--- src/rtl/ehgu_blk_rev_pkg.sv ---
// Shared types and constants for the block-reversal buffer.
package ehgu_blk_rev_pkg;

    // Reader sequencer states.
    typedef enum logic [0:0] {
        RD_IDLE = 1'b0,
        RD_RUN  = 1'b1
    } rd_state_t;

    // Number of entries in the output skid buffer.
    localparam int SKID_DEPTH = 2;

    // Flat memory address of element idx in bank sel (banks are blk entries apart).
    function automatic int bank_addr(input logic sel, input int blk, input int idx);
        return sel ? (blk + idx) : idx;
    endfunction

endpackage

--- src/rtl/ehgu_ram_dual_port.sv ---
// Simple dual-port RAM: one write port, one read port with a registered read.
module ehgu_ram_dual_port #(
    parameter int DEPTH = 32,
    parameter int WIDTH = 8,
    parameter int AW    = $clog2(DEPTH)
) (
    input  logic             clk,
    input  logic             wenable,
    input  logic [AW-1:0]    waddr,
    input  logic [WIDTH-1:0] wdata,
    input  logic             renable,
    input  logic [AW-1:0]    raddr,
    output logic [WIDTH-1:0] rdata
);

    logic [WIDTH-1:0] mem [DEPTH];
    logic [WIDTH-1:0] rdata_reg;

    // Write port.
    always_ff @(posedge clk) begin
        if (wenable) begin
            mem[waddr] <= wdata;
        end
    end

    // Read port: data appears the cycle after renable.
    always_ff @(posedge clk) begin
        if (renable) begin
            rdata_reg <= mem[raddr];
        end
    end

    assign rdata = rdata_reg;

endmodule

--- src/rtl/ehgu_blk_rev_mem.sv ---
// Ping-pong block reverser: fills one bank while the other is read back
// from its highest index down to zero through a 2-entry skid buffer.
module ehgu_blk_rev_mem
    import ehgu_blk_rev_pkg::*;
#(
    parameter int BLOCK = 16,
    parameter int WIDTH = 8
) (
    input  logic             clk,
    input  logic             rstn,
    input  logic             in_valid,
    output logic             in_ready,
    input  logic [WIDTH-1:0] in_data,
    output logic             out_valid,
    input  logic             out_ready,
    output logic [WIDTH-1:0] out_data,
    output logic             out_last
);

    localparam int DEPTH = 2 * BLOCK;
    localparam int AW    = $clog2(DEPTH);
    localparam int IW    = $clog2(BLOCK);
    localparam logic [IW-1:0] IDX_LAST = IW'(BLOCK - 1);

    logic [1:0]       full_reg, full_next, full_set, full_clr;
    logic             wsel_reg, wsel_next;
    logic [IW-1:0]    widx_reg, widx_next;
    logic             rsel_reg, rsel_next;
    logic [IW-1:0]    ridx_reg, ridx_next, ridx_cur;
    rd_state_t        state_reg, state_next;

    logic             accept, issue, pop, rd_active;
    logic [2:0]       occ;
    logic [AW-1:0]    waddr, raddr;
    logic [WIDTH-1:0] rdata;

    logic             pend_reg, pend_last_reg;
    logic [1:0]       count_reg, count_next;
    logic [WIDTH-1:0] buf_data_reg  [SKID_DEPTH];
    logic [WIDTH-1:0] buf_data_next [SKID_DEPTH];
    logic             buf_last_reg  [SKID_DEPTH];
    logic             buf_last_next [SKID_DEPTH];

    assign in_ready  = ~full_reg[wsel_reg];
    assign accept    = in_valid & in_ready;
    // The head is either a buffered entry or the RAM output of last cycle's read.
    assign out_valid = (count_reg != 2'd0) | pend_reg;
    assign pop       = out_valid & out_ready;
    // Occupancy the buffer will reach if nothing new is issued this cycle.
    assign occ       = 3'(count_reg) + 3'(pend_reg) - 3'(pop);
    // A full read bank lets the reader issue straight from idle; ridx is
    // always BLOCK-1 while idle, so that is the index used.
    assign rd_active = (state_reg == RD_RUN) | full_reg[rsel_reg];
    assign ridx_cur  = (state_reg == RD_IDLE) ? IDX_LAST : ridx_reg;
    assign issue     = rd_active & (occ < 3'(SKID_DEPTH));

    assign waddr = AW'(bank_addr(wsel_reg, BLOCK, int'(widx_reg)));
    assign raddr = AW'(bank_addr(rsel_reg, BLOCK, int'(ridx_cur)));

    assign out_data = (count_reg != 2'd0) ? buf_data_reg[0] : (pend_reg ? rdata : '0);
    assign out_last = (count_reg != 2'd0) ? buf_last_reg[0] : (pend_reg & pend_last_reg);

    ehgu_ram_dual_port #(
        .DEPTH (DEPTH),
        .WIDTH (WIDTH),
        .AW    (AW)
    ) u_ram (
        .clk     (clk),
        .wenable (accept),
        .waddr   (waddr),
        .wdata   (in_data),
        .renable (issue),
        .raddr   (raddr),
        .rdata   (rdata)
    );

    // Writer: advance the fill index and hand a completed bank to the reader.
    always_comb begin
        wsel_next = wsel_reg;
        widx_next = widx_reg;
        full_set  = '0;
        if (accept) begin
            if (widx_reg == IDX_LAST) begin
                full_set[wsel_reg] = 1'b1;
                wsel_next          = ~wsel_reg;
                widx_next          = '0;
            end else begin
                widx_next = widx_reg + IW'(1);
            end
        end
    end

    // Reader FSM: walk the full bank downwards, release it on the index-0 read.
    always_comb begin
        state_next = state_reg;
        rsel_next  = rsel_reg;
        ridx_next  = ridx_reg;
        full_clr   = '0;
        if ((state_reg == RD_IDLE) && full_reg[rsel_reg]) begin
            state_next = RD_RUN;
            ridx_next  = IDX_LAST;
        end
        if (issue) begin
            if (ridx_cur == '0) begin
                full_clr[rsel_reg] = 1'b1;
                rsel_next          = ~rsel_reg;
                ridx_next          = IDX_LAST;
                state_next         = full_reg[~rsel_reg] ? RD_RUN : RD_IDLE;
            end else begin
                ridx_next  = ridx_cur - IW'(1);
                state_next = RD_RUN;
            end
        end
    end

    // Writer and reader always touch different banks, so set and clear compose.
    assign full_next = (full_reg | full_set) & ~full_clr;

    // Skid buffer: pop the head, then append the returning RAM word unless it
    // was consumed directly as the head this cycle.
    always_comb begin
        buf_data_next = buf_data_reg;
        buf_last_next = buf_last_reg;
        count_next    = occ[1:0];
        if (count_reg == 2'd0) begin
            if (pend_reg && !pop) begin
                buf_data_next[0] = rdata;
                buf_last_next[0] = pend_last_reg;
            end
        end else begin
            if (pop) begin
                buf_data_next[0] = buf_data_reg[1];
                buf_last_next[0] = buf_last_reg[1];
            end
            if (pend_reg) begin
                if ((count_reg == 2'd1) && pop) begin
                    buf_data_next[0] = rdata;
                    buf_last_next[0] = pend_last_reg;
                end else begin
                    buf_data_next[1] = rdata;
                    buf_last_next[1] = pend_last_reg;
                end
            end
        end
    end

    // Control state registers.
    always_ff @(posedge clk or negedge rstn) begin
        if (!rstn) begin
            full_reg      <= '0;
            wsel_reg      <= 1'b0;
            widx_reg      <= '0;
            rsel_reg      <= 1'b0;
            ridx_reg      <= IDX_LAST;
            state_reg     <= RD_IDLE;
            pend_reg      <= 1'b0;
            pend_last_reg <= 1'b0;
            count_reg     <= 2'd0;
        end else begin
            full_reg      <= full_next;
            wsel_reg      <= wsel_next;
            widx_reg      <= widx_next;
            rsel_reg      <= rsel_next;
            ridx_reg      <= ridx_next;
            state_reg     <= state_next;
            pend_reg      <= issue;
            pend_last_reg <= issue & (ridx_cur == '0);
            count_reg     <= count_next;
        end
    end

    // Skid buffer entries, one register slice per entry.
    generate
        for (genvar gi = 0; gi < SKID_DEPTH; gi++) begin : g_skid
            // Entry storage.
            always_ff @(posedge clk or negedge rstn) begin
                if (!rstn) begin
                    buf_data_reg[gi] <= '0;
                    buf_last_reg[gi] <= 1'b0;
                end else begin
                    buf_data_reg[gi] <= buf_data_next[gi];
                    buf_last_reg[gi] <= buf_last_next[gi];
                end
            end
        end
    endgenerate

endmodule

--- config.mk ---
export PLATFORM = sky130hd
export DESIGN_NAME = ehgu_blk_rev_mem
export DESIGN_NICKNAME = d
export VERILOG_FILES = /design/src/rtl/ehgu_blk_rev_pkg.sv /design/src/rtl/ehgu_ram_dual_port.sv /design/src/rtl/ehgu_blk_rev_mem.sv
export SDC_FILE = /design/constraint.sdc
export NUM_CORES = 1
export LEC_CHECK = 0
export ABC_AREA = 1
export BUFFER_PORTS_ARGS = -buffer_cell sky130_fd_sc_hd__buf_4
export CORE_MARGIN = 5
export CORE_UTILIZATION = 38
export CTS_CLUSTER_SIZE = 40
export DETAILED_ROUTE_END_ITERATION = 10
export PLACE_DENSITY_LB_ADDON = 0.3
export REMOVE_ABC_BUFFERS = 1
export SYNTH_ARGS = -nofsm -noshare
export SYNTH_HDL_FRONTEND = slang
export SYNTH_HIERARCHICAL = 1
export SYNTH_SLANG_ARGS = --single-unit
--- constraint.sdc ---
create_clock -name clk -period 5.5 [get_ports clk]
set_input_delay 0.825 -clock clk [delete_from_list [all_inputs] [get_ports clk]]
set_output_delay 0.825 -clock clk [all_outputs]
set_load 0.05 [all_outputs]
---- Word-level counts from Yosys, hierarchy flattened ----
Memory sizes are Yosys's and may differ from the RTL's. A register that Yosys moved wholly into a read port is not among the register bits.
Index checks and enable logic that the tools add are counted.
storage, ports and cells
  output and inout port bits .............. 11
  bits of input ports ..................... 12
  bits in writable memories ............... 256
  memories ................................ 1
  register bits ........................... 35
operators by class
  muxes and demuxes ....................... 42
  add/subtract/negate cells ............... 6
  reduce and logical (&&, ||, !) cells .... 13
  bitwise gates (word level) .............. 16
  $lt $le $gt $ge ......................... 6
  eq/ne operators ......................... 3
memories
  memory     depth  width  read ports  clocked after Yosys merged registers in  write ports  line                      source
  u_ram.mem  32     8      1           1                                        1            ehgu_ram_dual_port.sv:16  logic [WIDTH-1:0] mem [DEPTH];
operators with widths
  cell                 count
  $mux 8               7
  $mux 1               20
  $mux 4               5
  $mux 16              1
  $add 5x4->5 const A  2
  $mux 2               5
  $mux 5               2
  $lt 1x2->1 const B   3
  $not 1->1            6
  $and 1x1->1          5
  $logic_and 1x1->1    5
  $add 4x1->4 const B  1
  $eq 4x4->1 const B   1
  $logic_not 4->1      1
  $reduce_and 2->1     2
  $reduce_bool 2->1    2
  $sub 4x1->4 const B  1
  $add 2x1->3          1
  $lt 3x2->1 const B   1
  $reduce_and 3->1     1
  $sub 3x1->3          1
  $and 2x2->2          1
  $demux 1 s1          2
  $eq 2x1->1 const B   1
  7 further kinds      9

---- Logic depth before layout (Yosys ltp) ----
Gate-level depths: netlist of the first run.
  word-level depth ........................ 9
  mapped depth ............................ 17
  gate-level depth less buffers ........... 16

---- Modules after synthesis ----
The synthesis of the first run kept the hierarchy.
by module, submodules not included
  module              cells an instance  times used  area an instance (µm²)  seq. area each (µm²)
  ehgu_ram_dual_port  922                1           10866.7                 7927.6
  ehgu_blk_rev_mem    260                1           2037.0                  880.8

---- Worst setup path before layout of the first run ----
Ideal clock, no wire load.
  path kind ............................... input port to flip-flop
  start point ............................. in out_ready
  end point ............................... reg u_ram.rdata_reg[0], in the netlist u_ram/rdata[0], read port of u_ram.mem (enable)
  data arrival time ....................... 2.361 ns
  stages .................................. 8
  setup slack ............................. 2.762 ns
  cell sequence ........................... nand2_1 -> nor2_1 -> o21bai_1 -> ha_1 -> inv_1 -> fa_1 -> nand3_1 -> nor2_1
between the ends
  longest elaborated chain between the ends .. 4
ends and longest elaborated chain
  item         line                      source
  from (decl)  ehgu_blk_rev_mem.sv:15    input logic out_ready,
  $and 1x1->1  ehgu_blk_rev_mem.sv:48    assign pop = out_valid & out_ready;
  $sub 3x1->3  ehgu_blk_rev_mem.sv:50    assign occ = 3'(count_reg) + 3'(pend_reg) - 3'(pop);
  $lt 3x2->1   ehgu_blk_rev_mem.sv:55    assign issue = rd_active & (occ < 3'(SKID_DEPTH));
  $and 1x1->1  ehgu_blk_rev_mem.sv:55
  via issue    ehgu_blk_rev_mem.sv:32    logic accept, issue, pop, rd_active;
  to (decl)    ehgu_ram_dual_port.sv:17  logic [WIDTH-1:0] rdata_reg;
The timed path passes the listed nets, and every way through them passes these cells.
A chain may end at the register's enable or synchronous reset.

---- Worst setup path in the final report of the first run ----
  start point ............................. reg state_reg
  end point ............................... reg u_ram.rdata_reg[5], in the netlist u_ram/rdata[5], read port of u_ram.mem (data pin)
between the ends
  longest elaborated chain between the ends .. 3
  elaborated cells on any way between the ends .. 5
  those cells by class .................... 1 x add/sub; 2 x mux; 2 x bitwise
ends and longest elaborated chain
  item                    line                     source
  from (decl)             ehgu_blk_rev_mem.sv:30   rd_state_t state_reg, state_next;
  from (signal assigned)  ehgu_blk_rev_mem.sv:165  state_reg <= state_next;
  $mux 4 (*)              ehgu_blk_rev_mem.sv:54   assign ridx_cur = (state_reg == RD_IDLE) ? IDX_LAST : ridx_reg;
  $add 5x4->5             ehgu_blk_rev_pkg.sv:15   return sel ? (blk + idx) : idx;
  $mux 5 (*)              ehgu_blk_rev_pkg.sv:15
  via raddr[0]            ehgu_blk_rev_mem.sv:34   logic [AW-1:0] waddr, raddr;
Mark *: on every way through the listed nets, which the timed path passes. The rest lies on a longest branch.

==> results of run 1 <==
-- power groups by stage --
stage | Combinational (mW) | Clock, mW | Sequential [mW]
CTS | 2.79 | 2.09 | 2.91
floorplan | 1.97 | 0 | 2.90
global route | 3.11 | 2.19 | 2.93
global placement | 2.75 | 0 | 2.95
detailed placement | 2.78 | 0 | 2.95
finish | 2.77 | 2.04 | 2.91
-- how the worst min path moves through the flow --
stage	slack (ns)	to	startpoint	depth (start not counted)
5_1_grt	0.30	buf_data_reg[13]$_DFFE_PN0P_	rstn	1
2_1_floorplan	0.45	buf_data_reg[6]$_DFFE_PN0P_	buf_data_reg[6]$_DFFE_PN0P_	2
3_5_place_dp	0.47	buf_data_reg[15]$_DFFE_PN0P_	buf_data_reg[15]$_DFFE_PN0P_	2
6_report	0.27	buf_data_reg[13]$_DFFE_PN0P_	rstn	1
3_3_place_gp	0.46	buf_data_reg[10]$_DFFE_PN0P_	buf_data_reg[10]$_DFFE_PN0P_	2
4_1_cts	0.27	pend_reg$_DFF_PN0_	rstn	1
-- stage by stage --
| stage | worst slack, ns | instance area [µm²] | utilization, % | cells |
|---|---|---|---|---|
| final | 2.05 | 14200 | 42.4 | 1658 |
| after detailed placement | 2.07 | 13200 | 39.4 | 1600 |
| after global routing | 1.63 | 14200 | 42.4 | 1658 |
| after CTS | 2.03 | 14200 | 42.4 | 1658 |
| after floorplan | 0.855 | 12400 | - | 1123 |
| after global placement | 2.09 | 13200 | 39.4 | 1600 |
-- cell usage after synthesis (all sizes together) --
cell | instances | area share (%)
nand2 | 442 | 13
edfxtp | 264 | 61
nand3 | 241 | 9.4
nor2 | 60 | 2.0
buf | 51 | 3.3
inv | 42 | 1.2
dfrtp | 31 | 6.0
o21ai | 14 | 0.86
o31ai | 9 | 0.56
clkbuf | 8 | 0.26
a21oi | 4 | 0.16
dfstp | 4 | 0.81
ha | 3 | 0.29
or2 | 2 | 0.097
xnor2 | 2 | 0.14
a2bb2oi | 1 | 0.068
fa | 1 | 0.16
nand3b | 1 | 0.058
nand4 | 1 | 0.049
o21bai | 1 | 0.058
-- routing by layer --
metal,global-route usage (%),routed length [µm],vias to the layer above
met5,0,0,-
met4,4.64,757,0
met3,2.75,1720,50
met2,25.1,14100,236
met1,21.8,13200,4080
li1,-,-,4052
-- layout make-up --
class | count | area [µm²]
flip-flops and latches | 299 | 8810
well taps | 448 | 561
clock inverters | 15 | 83.8
repair buffers | 29 | 218
multi-input cells | 782 | 3470
clock buffers | 43 | 906
fillers | 3227 | 19300
inverters | 42 | 160
-- cell families after synthesis --
group | count (synthesis)
compound gates | 29
buf+inv | 101
xor+xnor | 2
simple gates | 747
fa+ha+maj | 4
flops | 299
==> metrics.md, run 1 <==
| Metric | Value |
|---|---|
| Largest net degree at the start of global routing | `81` |
| Critical Path Max Stage Delay | `0.63 ns` |
| Final Skew | `0.0195 ns` |
| Period utilisation layout | `62.7%` |
| P_int | `4.69 mW` |
| Final Critical Period | `3.45 ns` |
| Setup violators final | `0` |
| Hold_ws | `0.270 ns` |
| Mux share of post-synthesis cell area | `0%` |
| Startpoint type of the worst setup path | `flip-flop` |
| Nets@finish | `1204` |
| Total CTS buffers | `34` |
| Max FFs per register | `256` |
| Vias in the first global route | `8115` |
| Most frequent cells in the layout | `nand2_1, edfxtp_1, nand3_1` |
| Critical Path Sink | `u_ram/rdata[5]$_DFFE_PP_` |
| Total power draw | `7.72 mW` |
| Cell mode on critical path | `nand2_1` |
| Setup Fix Bufs, Post-CTS | `0` |
| Share of cells above drive strength 1 | `9.59%` |
| Pwr/cell area | `543 nW/µm²` |
| Simple logic cell fraction of the synthesized area | `24.6%` |
| Routed WL per cell | `18.0 µm` |
| Delay-heaviest family, CP | `buffers and inverters` |
| Final wirelength | `29800 µm` |
| Placer Congestion | `0.817` |
| Register area share after synthesis | `68.3%` |
| Cell area after synthesis | `12900 µm²` |
| Area growth from synthesis to layout | `10.1%` |
| Slew Limit Fails | `0` |
| Core area | `33500 µm²` |
| Critical path origin | `state_reg$_DFFE_PN0P_` |
| Post-CTS sizing | `0` |
| Worst Path Buf+Inv | `4` |
| Compound-Gate Fraction of Synth Area | `1.71%` |
| CTS Hold Bufs | `0` |
| Number of remaining DRC errors | `0` |
| Fin. Hold Viols | `0` |
| # clock sinks | `299` |
| R2r worst-path depth | `13` |
| PortBufs | `22` |
| I/O pins | `23` |
| Sw Ratio | `39.2%` |
| Commonest non-fill, non-tap cell in the layout | `nand2_1` |
| VDD IR-drop max | `0.360 mV` |
| Main combinational cell family by area after synthesis | `simple AND/OR/NAND/NOR gates` |
| Drt pass-1 iters | `5` |
| Flop pwr share | `37.7%` |
| CP Cell Sequence | `inv_2 > nor2_2 > clkinv_2 > clkinv_2 > buf_4 > nand2_1 > nand3_1 > nand3_1 > nand2_1 > nand2_1 > nand2_1 > nand2_1 > nand2_1` |
| Slew HR | `38.4%` |
| H-tree depth | `2` |
| Reg2reg end | `u_ram/rdata[5]$_DFFE_PP_` |
| Die height | `194 µm` |
| Clk network pwr share | `26.4%` |
| Worst path arrival time | `3.82 ns` |
| Clock Latency Late Sink | `0.52 ns` |
| Routed Antenna Nets | `0` |
| RSZ-0062 raised after global routing | `no` |
| Initial antenna violation count | `0` |
| Starting Density | `38.5%` |
| Outcome | `completed` |
| CTS Buffer Depth | `3` |
| Worst slew pin tran | `0.923 ns` |
| # rows | `67` |
| Worst hold-check path type | `input port to async pin` |
| Max Freq | `290 MHz` |
| P_leak | `5.40 nW` |
| FF-to-FF Start | `state_reg$_DFFE_PN0P_` |
| CTS root buf | `clkbuf_16` |
| CP max stage cell | `clkinv_2` |
| Synth Area in XOR/XNOR | `0.136%` |
| Total die area | `37700 µm²` |
| Psw | `3.03 mW` |
| DP HPWL | `17400 µm` |
| Syn Inst Count | `1182` |
| Synth Area in Adders | `0.446%` |
| Required time of the critical path | `5.87 ns` |
| Combinational power share | `35.9%` |
| Kind of critical path | `flip-flop to flip-flop` |
| Max-cap violations | `0` |
| Critical Path Stages | `13` |
| Syn Area/Cell | `10.9 µm²` |
| Via Count | `8418` |
| Worst reg2reg setup slack | `2.05 ns` |
| First-pass GRT wire length | `46800 µm` |
| Die span in x | `194 µm` |
| DR iter-0 viols | `870` |
| Number of synthesized register bits | `299` |
| CTS tree | `built` |
| Critical Path Sink Type | `flip-flop` |
| Antenna diodes | `0` |
| Aggregate global-route resource usage | `15.6%` |
| Total congestion overflow | `0` |
| Vias per inst | `5.08` |
| Setup Total Neg Slack | `0 ns` |
| Worst-path maximum fanout | `55` |
| Clock transition at the registers of the reported paths | `0.06 ns` |
| Ys Warns | `6` |
| Yosys cell types | `32` |
No activity file was read; power rests on OpenSTA's default activity.
==> run 2, diff against run 1 <==
==> constraint.sdc (replaced) <==
create_clock -name clk -period 3 [get_ports clk]
set_input_delay 0.45 -clock clk [delete_from_list [all_inputs] [get_ports clk]]
set_output_delay 0.45 -clock clk [all_outputs]
set_load 0.05 [all_outputs]
==> metrics.md, run 2 (same netlist as run 1, synthesis figures left out) <==
| Metric | Value |
|---|---|
| Routed Antenna Nets | `0 (unchanged)` |
| Final wirelength | `29600 µm (-0.65%)` |
| Most frequent cells in the layout | `nand2_1, edfxtp_1, nand3_1` |
| Finished Core Util | `43.3% (+0.96 points)` |
| Max FFs per register | `256 (unchanged)` |
| Critical Path Sink Type | `flip-flop` |
| Aggregate global-route resource usage | `15.5% (-0.11 points)` |
| CTS tree | `built` |
| Drt pass-1 iters | `5 (unchanged)` |
| # rows | `67 (unchanged)` |
| Worst path arrival time | `2.87 ns (-0.95 ns)` |
| Storage cell area | `8810 µm² (unchanged)` |
| Total CTS buffers | `34 (unchanged)` |
| # clock sinks | `299 (unchanged)` |
| Post-DP Area | `13500 µm² (+1.8%)` |
| Share of cells above drive strength 1 | `12.2% (+2.6 points)` |
| Nets@finish | `1232 (+2.3%)` |
| Fillers | `3215 (-0.37%)` |
| Final Critical Period | `2.67 ns (-0.781 ns)` |
| Vias in the first global route | `8343 (+2.8%)` |
| Slew HR | `45.8% (+7.3 points)` |
| Required time of the critical path | `3.20 ns (-2.67 ns)` |
| Total congestion overflow | `0 (unchanged)` |
| Setup Fix Bufs, Post-CTS | `0 (unchanged)` |
| Footprint of the multi-input gates | `3480 µm² (+0.14%)` |
| Hold depth | `1` |
| Worst slew pin tran | `0.813 ns (-0.110 ns)` |
| Startpoint type of the worst setup path | `flip-flop` |
| DR iter-0 viols | `634 (-27%)` |
| I/O pins | `23 (unchanged)` |
| Final Skew | `0.0288 ns (+0.00926 ns)` |
| DRT met1 WL | `13200 µm (about the same)` |
| H-tree depth | `2 (unchanged)` |
| Hold_ws | `0.377 ns (+0.107 ns)` |
| Kind of critical path | `flip-flop to flip-flop` |
| Via Count | `8484 (+0.78%)` |
| Final WS setup | `0.331 ns (-1.72 ns)` |
| R2r worst-path depth | `11 (-2)` |
| Vias per inst | `5.02 (-1.1%)` |
| Placer Congestion | `0.817 (unchanged)` |
| VDD IR-drop max | `0.589 mV (+64%)` |
| P_leak | `5.61 nW (+3.8%)` |
| Met3 wire length | `1360 µm (-21%)` |
| Number of remaining DRC errors | `0 (unchanged)` |
| Worst hold-check path type | `input port to flip-flop` |
| Period utilisation layout | `89.0% (+26 points)` |
| Die span in x | `194 µm (unchanged)` |
| Fin. Hold Viols | `0 (unchanged)` |
| Largest net degree at the start of global routing | `81 (unchanged)` |
| Antenna diodes | `0 (unchanged)` |
| Clock transition at the registers of the reported paths | `0.06 ns (about the same)` |
| CTS root buf | `clkbuf_16` |
| Wire length on met2 | `14300 µm (+1.0%)` |
| Total die area | `37700 µm² (unchanged)` |
| Pwr/cell area | `999 nW/µm² (+84%)` |
| First-pass GRT wire length | `47100 µm (+0.68%)` |
| Core area | `33500 µm² (unchanged)` |
| CTS Buffer Depth | `3 (unchanged)` |
| Commonest non-fill, non-tap cell in the layout | `nand2_1` |
| Max-cap violations | `0 (unchanged)` |
| Outcome | `completed` |
| Final Cell Area | `14500 µm² (+2.3%)` |
| Initial antenna violation count | `0 (unchanged)` |
| Highest routed layer | `met4` |
| RSZ-0062 raised after global routing | `no` |
| Max Freq | `375 MHz (+29%)` |
| Slew Limit Fails | `0 (unchanged)` |
| Setup violators final | `0 (unchanged)` |
| Setup Total Neg Slack | `0 ns (unchanged)` |
| Worst-path maximum fanout | `11 (-80%)` |
| DP HPWL | `17500 µm (+0.97%)` |
| PortBufs | `22 (unchanged)` |
| Starting Density | `38.5% (unchanged)` |
| Clock Latency Late Sink | `0.51 ns (about the same)` |
| Area growth from synthesis to layout | `12.6%` |
| Routed WL per cell | `17.5 µm (-2.5%)` |
| Die height | `194 µm (unchanged)` |
| Dpl ws | `0.325 ns (-1.74 ns)` |
[run 2: cell types whose count changed in the layout (fill, tap and decap cells not counted), moves of 2 or more]
cell / change
buf_12: +3
buf_4: +24
bufinv_16: +2
clkbuf_1: -3
clkinv_1: -2
clkinv_2: +7
[run 2: area by class of cell]
class	instances	share of cell area, %
multi-input cells	782	23.9
inverters	42	1.10
clock inverters	21	1.10
repair buffers	57	3.22
flip-flops and latches	299	60.6
clock buffers	40	6.16
well taps	448	3.86
[run 2: stage by stage]
step | power (mW) | instances
after floorplan | 8.92 | 1123
after global placement | 10.6 | 1627
after detailed placement | 10.7 | 1627
after CTS | 14.6 | 1689
after global routing | 15.5 | 1689
final | 14.5 | 1689
[run 2: critical path, stage by stage (launching register included)]
cell and delay [ns]:
dfrtp_1 0.43, inv_1 0.23, nand2_4 0.20, nand2_1 0.07, nor2_1 0.17, o21bai_1 0.15
ha_1 0.16, inv_1 0.05, fa_1 0.53, nand3_1 0.10, nor2_1 0.09, buf_4 0.20
[run 2: power breakdown]
group	switching (mW)	internal (mW)
registers	0.250	5.05
clock network	1.60	2.31
logic	3.79	1.52
[run 2: layer usage]
layer	up-vias	GRT usage, %
met1	4116	21.2
met4	0	4.69
met5	-	0
met2	193	25.5
li1	4115	-
met3	60	2.55
[run 2: path summary, 6_finish.rpt]
check                                            startpoint                           to  slack (ns)
worst min register to register  buf_data_reg[7]$_DFFE_PN0P_  buf_data_reg[7]$_DFFE_PN0P_        0.48
worst max register to register           pend_reg$_DFF_PN0_     u_ram/rdata[3]$_DFFE_PP_        0.33
worst min-delay path                             in_data[2]    u_ram/mem[4][2]$_DFFE_PP_        0.38
min in group asynchronous                              rstn      widx_reg[1]$_DFFE_PN0P_        0.45
max in group asynchronous                              rstn      ridx_reg[3]$_DFFE_PN1P_        2.18
worst max-delay path                     pend_reg$_DFF_PN0_     u_ram/rdata[3]$_DFFE_PP_        0.33
[run 2: repair_timing]
action / in CTS / in global routing
hold buffers: 1 / 0
hold endpoints to repair: 31 / 0
endpoints found under the setup margin: 0 / 1
gates resized for setup: 0 / 1
==> run 3, diff against run 2 <==
--- a/config.mk
+++ b/config.mk
@@ -13,7 +13,7 @@
 export DETAILED_ROUTE_END_ITERATION = 10
 export PLACE_DENSITY_LB_ADDON = 0.3
 export REMOVE_ABC_BUFFERS = 1
+export SETUP_SLACK_MARGIN = 0.2
 export SYNTH_ARGS = -nofsm -noshare
 export SYNTH_HDL_FRONTEND = slang
-export SYNTH_HIERARCHICAL = 1
 export SYNTH_SLANG_ARGS = --single-unit
==> metrics.md, run 3 <==
| Metric | Value |
|---|---|
| Dpl ws | `0.0899 ns (-0.235 ns)` |
| Placer Congestion | `0.837 (+2.5%)` |
| Die span in x | `197 µm (+1.7%)` |
| Syn Area/Cell | `9.93 µm² (-9.0%)` |
| CTS root buf | `clkbuf_16` |
| Setup Total Neg Slack | `0 ns (unchanged)` |
| Final Critical Period | `2.75 ns (+0.0819 ns)` |
| Number of enable flip-flop cells after synthesis | `264 (unchanged)` |
| Max-cap violations | `0 (unchanged)` |
| Initial antenna violation count | `0 (unchanged)` |
| Max FFs per register | `256 (unchanged)` |
| Top post-synthesis cells by area | `edfxtp_1, nand2_1, nand3_1, inv_1, dfrtp_1` |
| Period utilisation layout | `91.7% (+2.7 points)` |
| Final WS setup | `0.249 ns (-0.0819 ns)` |
| Post-synth top cells | `nand2_1, edfxtp_1, inv_1` |
| Mux share of post-synthesis cell area | `0.759% (+0.76 points)` |
| Routed WL per cell | `17.3 µm (-1.0%)` |
| Finished Core Util | `44.2% (+0.89 points)` |
| DP HPWL | `19800 µm (+13%)` |
| Commonest non-fill, non-tap cell in the layout | `nand2_1` |
| Synth Area in XOR/XNOR | `0.328% (+0.19 points)` |
| Critical path origin | `wsel_reg$_DFFE_PN0P_` |
| Syn Inst Count | `1345 (+14%)` |
| # rows | `68 (+1.5%)` |
| Main combinational cell family by area after synthesis | `simple AND/OR/NAND/NOR gates` |
| Number of synthesized register bits | `299 (unchanged)` |
| DR iter-0 viols | `759 (+20%)` |
| Ys Warns | `0 (-6)` |
| Reg2reg end | `u_ram.mem[30][0]$_DFFE_PP_` |
| CTS tree | `built` |
| Pwr/cell area | `930 nW/µm² (-6.9%)` |
| Kind of critical path | `flip-flop to flip-flop` |
| Worst-path maximum fanout | `9 (-2)` |
| H-tree depth | `2 (unchanged)` |
| Critical Path Sink Type | `flip-flop` |
| Aggregate global-route resource usage | `16.6% (+1.1 points)` |
| Starting Density | `38.6% (+0.094 points)` |
| Final Skew | `0.0243 ns (-0.00442 ns)` |
| CTS Buffer Depth | `3 (unchanged)` |
| Synth area leader | `edfxtp_1` |
| Most frequent cells in the layout | `nand2_1, edfxtp_1, inv_1` |
| Largest net degree at the start of global routing | `68 (-16%)` |
| R2r worst-path depth | `6 (-5)` |
| PortBufs | `22 (unchanged)` |
| I/O pins | `23 (unchanged)` |
| Yosys cell types | `31 (-3.1%)` |
| Routed Antenna Nets | `0 (unchanged)` |
| Vias per inst | `4.89 (-2.6%)` |
| # clock sinks | `299 (unchanged)` |
| Most used standard cell by instance count after synthesis | `nand2_1` |
| Register area share after synthesis | `65.9% (-2.3 points)` |
| Cell area after synthesis | `13400 µm² (+3.5%)` |
| Antenna diodes | `0 (unchanged)` |
| Cell count after placement | `1786 (+9.8%)` |
| Number of remaining DRC errors | `0 (unchanged)` |
| Vias in the first global route | `8652 (+3.7%)` |
| Worst slew pin tran | `1.04 ns (+0.228 ns)` |
| Clock Latency Late Sink | `0.52 ns (about the same)` |
| Setup violators final | `0 (unchanged)` |
| Max Freq | `363 MHz (-3.0%)` |
| Worst path arrival time | `2.90 ns (+0.03 ns)` |
| Clock transition at the registers of the reported paths | `0.06 ns (about the same)` |
| Total die area | `39000 µm² (+3.3%)` |
| Simple logic cell fraction of the synthesized area | `21.3% (-3.3 points)` |
| Critical Path Sink | `u_ram.mem[30][0]$_DFFE_PP_` |
| Nets@finish | `1392 (+13%)` |
| Fin. Hold Viols | `0 (unchanged)` |
| Share of the synthesized area in the top cell type | `59.3% (-2.1 points)` |
| Total congestion overflow | `0 (unchanged)` |
| Final wirelength | `32100 µm (+8.6%)` |
| FF-to-FF Start | `wsel_reg$_DFFE_PN0P_` |
| Via Count | `9063 (+6.8%)` |
| Outcome | `completed` |
| Startpoint type of the worst setup path | `flip-flop` |
| Synth Area in Adders | `0.806% (+0.36 points)` |
| Drt pass-1 iters | `5 (unchanged)` |
| Slew Limit Fails | `0 (unchanged)` |
| Required time of the critical path | `3.15 ns (-0.05 ns)` |
| Share of cells above drive strength 1 | `10.3% (-1.9 points)` |
| RSZ-0062 raised after global routing | `yes` |
| Slew HR | `30.5% (-15 points)` |
| Post-synth top flop | `edfxtp_1` |
| Die height | `197 µm (+1.7%)` |
| Core area | `34600 µm² (+3.3%)` |
| Non-Filler Instances | `1853 (+9.7%)` |
| Worst hold-check path type | `input port to flip-flop` |
| P_leak | `6.49 nW (+16%)` |
| Compound-Gate Fraction of Synth Area | `2.12% (+0.41 points)` |
| Total power draw | `14.2 mW (-1.9%)` |
| Total CTS buffers | `34 (unchanged)` |
| Area growth from synthesis to layout | `14.6%` |
| First-pass GRT wire length | `50600 µm (+7.4%)` |
| Asr flop ratio synth | `11.7% (unchanged)` |
| VDD IR-drop max | `0.582 mV (-1.1%)` |
| Worst reg2reg setup slack | `0.25 ns (-0.08 ns)` |
[run 3: cell types whose count changed after synthesis, sizes merged, moves of 8 or more]
cell	delta
inv	+187
mux2	+9
nand2	-152
nand3	-29
nor2	+114
o21ai	+21
o22ai	+8
o31ai	-9
[run 3: area by class of cell]
type	count	area (µm²)
sequential	299	8810
clock inverter	19	208
clock buffer	43	936
timing repair buffer	52	455
tap	455	569
multi-input combinational	755	3470
inverter	230	867
fill	3253	19300
[run 3: routing by layer]
metal / vias up / global-route usage (%) / part of all wire (%)
met2: 261 / 26.4 / 46
met1: 4349 / 24.1 / 46
met5: - / 0 / 0
met4: 0 / 4.44 / 2.1
li1: 4414 / - / -
met3: 39 / 2.39 / 5.9
[run 3: where the power goes]
part	switching [mW]	leakage (nW)	internal [mW]
logic	3.43	3.14	1.51
registers	0.222	2.79	4.90
clock network	1.62	0.561	2.56
total	5.27	6.49	8.97
[run 3: worst max-delay path, cell delays in order, from the launching register on]
cell and delay, ns:
dfrtp_1 0.51, inv_1 0.17, o21ai_1 0.38, nand2_1 0.18, clkinv_1 0.18, nand2_1 0.42, nor2_2 0.56
[run 3: logic make-up (layout without fill, tap and decap cells)]
logic type | Yosys count | after routing
and+or+nand+nor | 681 | 681
DFF | 299 | 299
buffers and inverters | 291 | 344
AOI/OAI and AO/OA | 52 | 52
muxes | 9 | 9
adders and majority gates | 8 | 8
xor gates and xnor gates | 5 | 5
[run 3: how the worst min path moves through the flow]
| stage | startpoint | end | slack (ns) | cells after the start |
|---|---|---|---|---|
| 3_3_place_gp | rstn | buf_data_reg[14]$_DFFE_PN0P_ | 0.44 | 1 |
| 5_1_grt | in_data[6] | u_ram.mem[6][6]$_DFFE_PP_ | 0.39 | 1 |
| 4_1_cts | out_ready | buf_data_reg[11]$_DFFE_PN0P_ | 0.36 | 5 |
| 6_report | out_ready | buf_data_reg[11]$_DFFE_PN0P_ | 0.37 | 5 |
| 2_1_floorplan | rstn | buf_data_reg[0]$_DFFE_PN0P_ | 0.15 | 0 |
| 3_5_place_dp | rstn | buf_data_reg[10]$_DFFE_PN0P_ | 0.45 | 1 |
[run 3: repair_timing]
action | 4_1_cts | 5_1_grt
cloned | 0 | 0
hold endpoints to repair | 31 | 0
hold buffers | 1 | 0
gates resized for setup | 16 | 9
pin swaps | 0 | 1
setup buffers | 0 | 4
setup endpoints to repair | 160 | 151
[run 3: per-stage QoR]
step	area, µm²	hold slack, ns
final	15300	0.372
after floorplan	13100	0.154
after detailed placement	14100	0.446
after CTS	15200	0.361
after global routing	15300	0.388
after global placement	14100	0.443
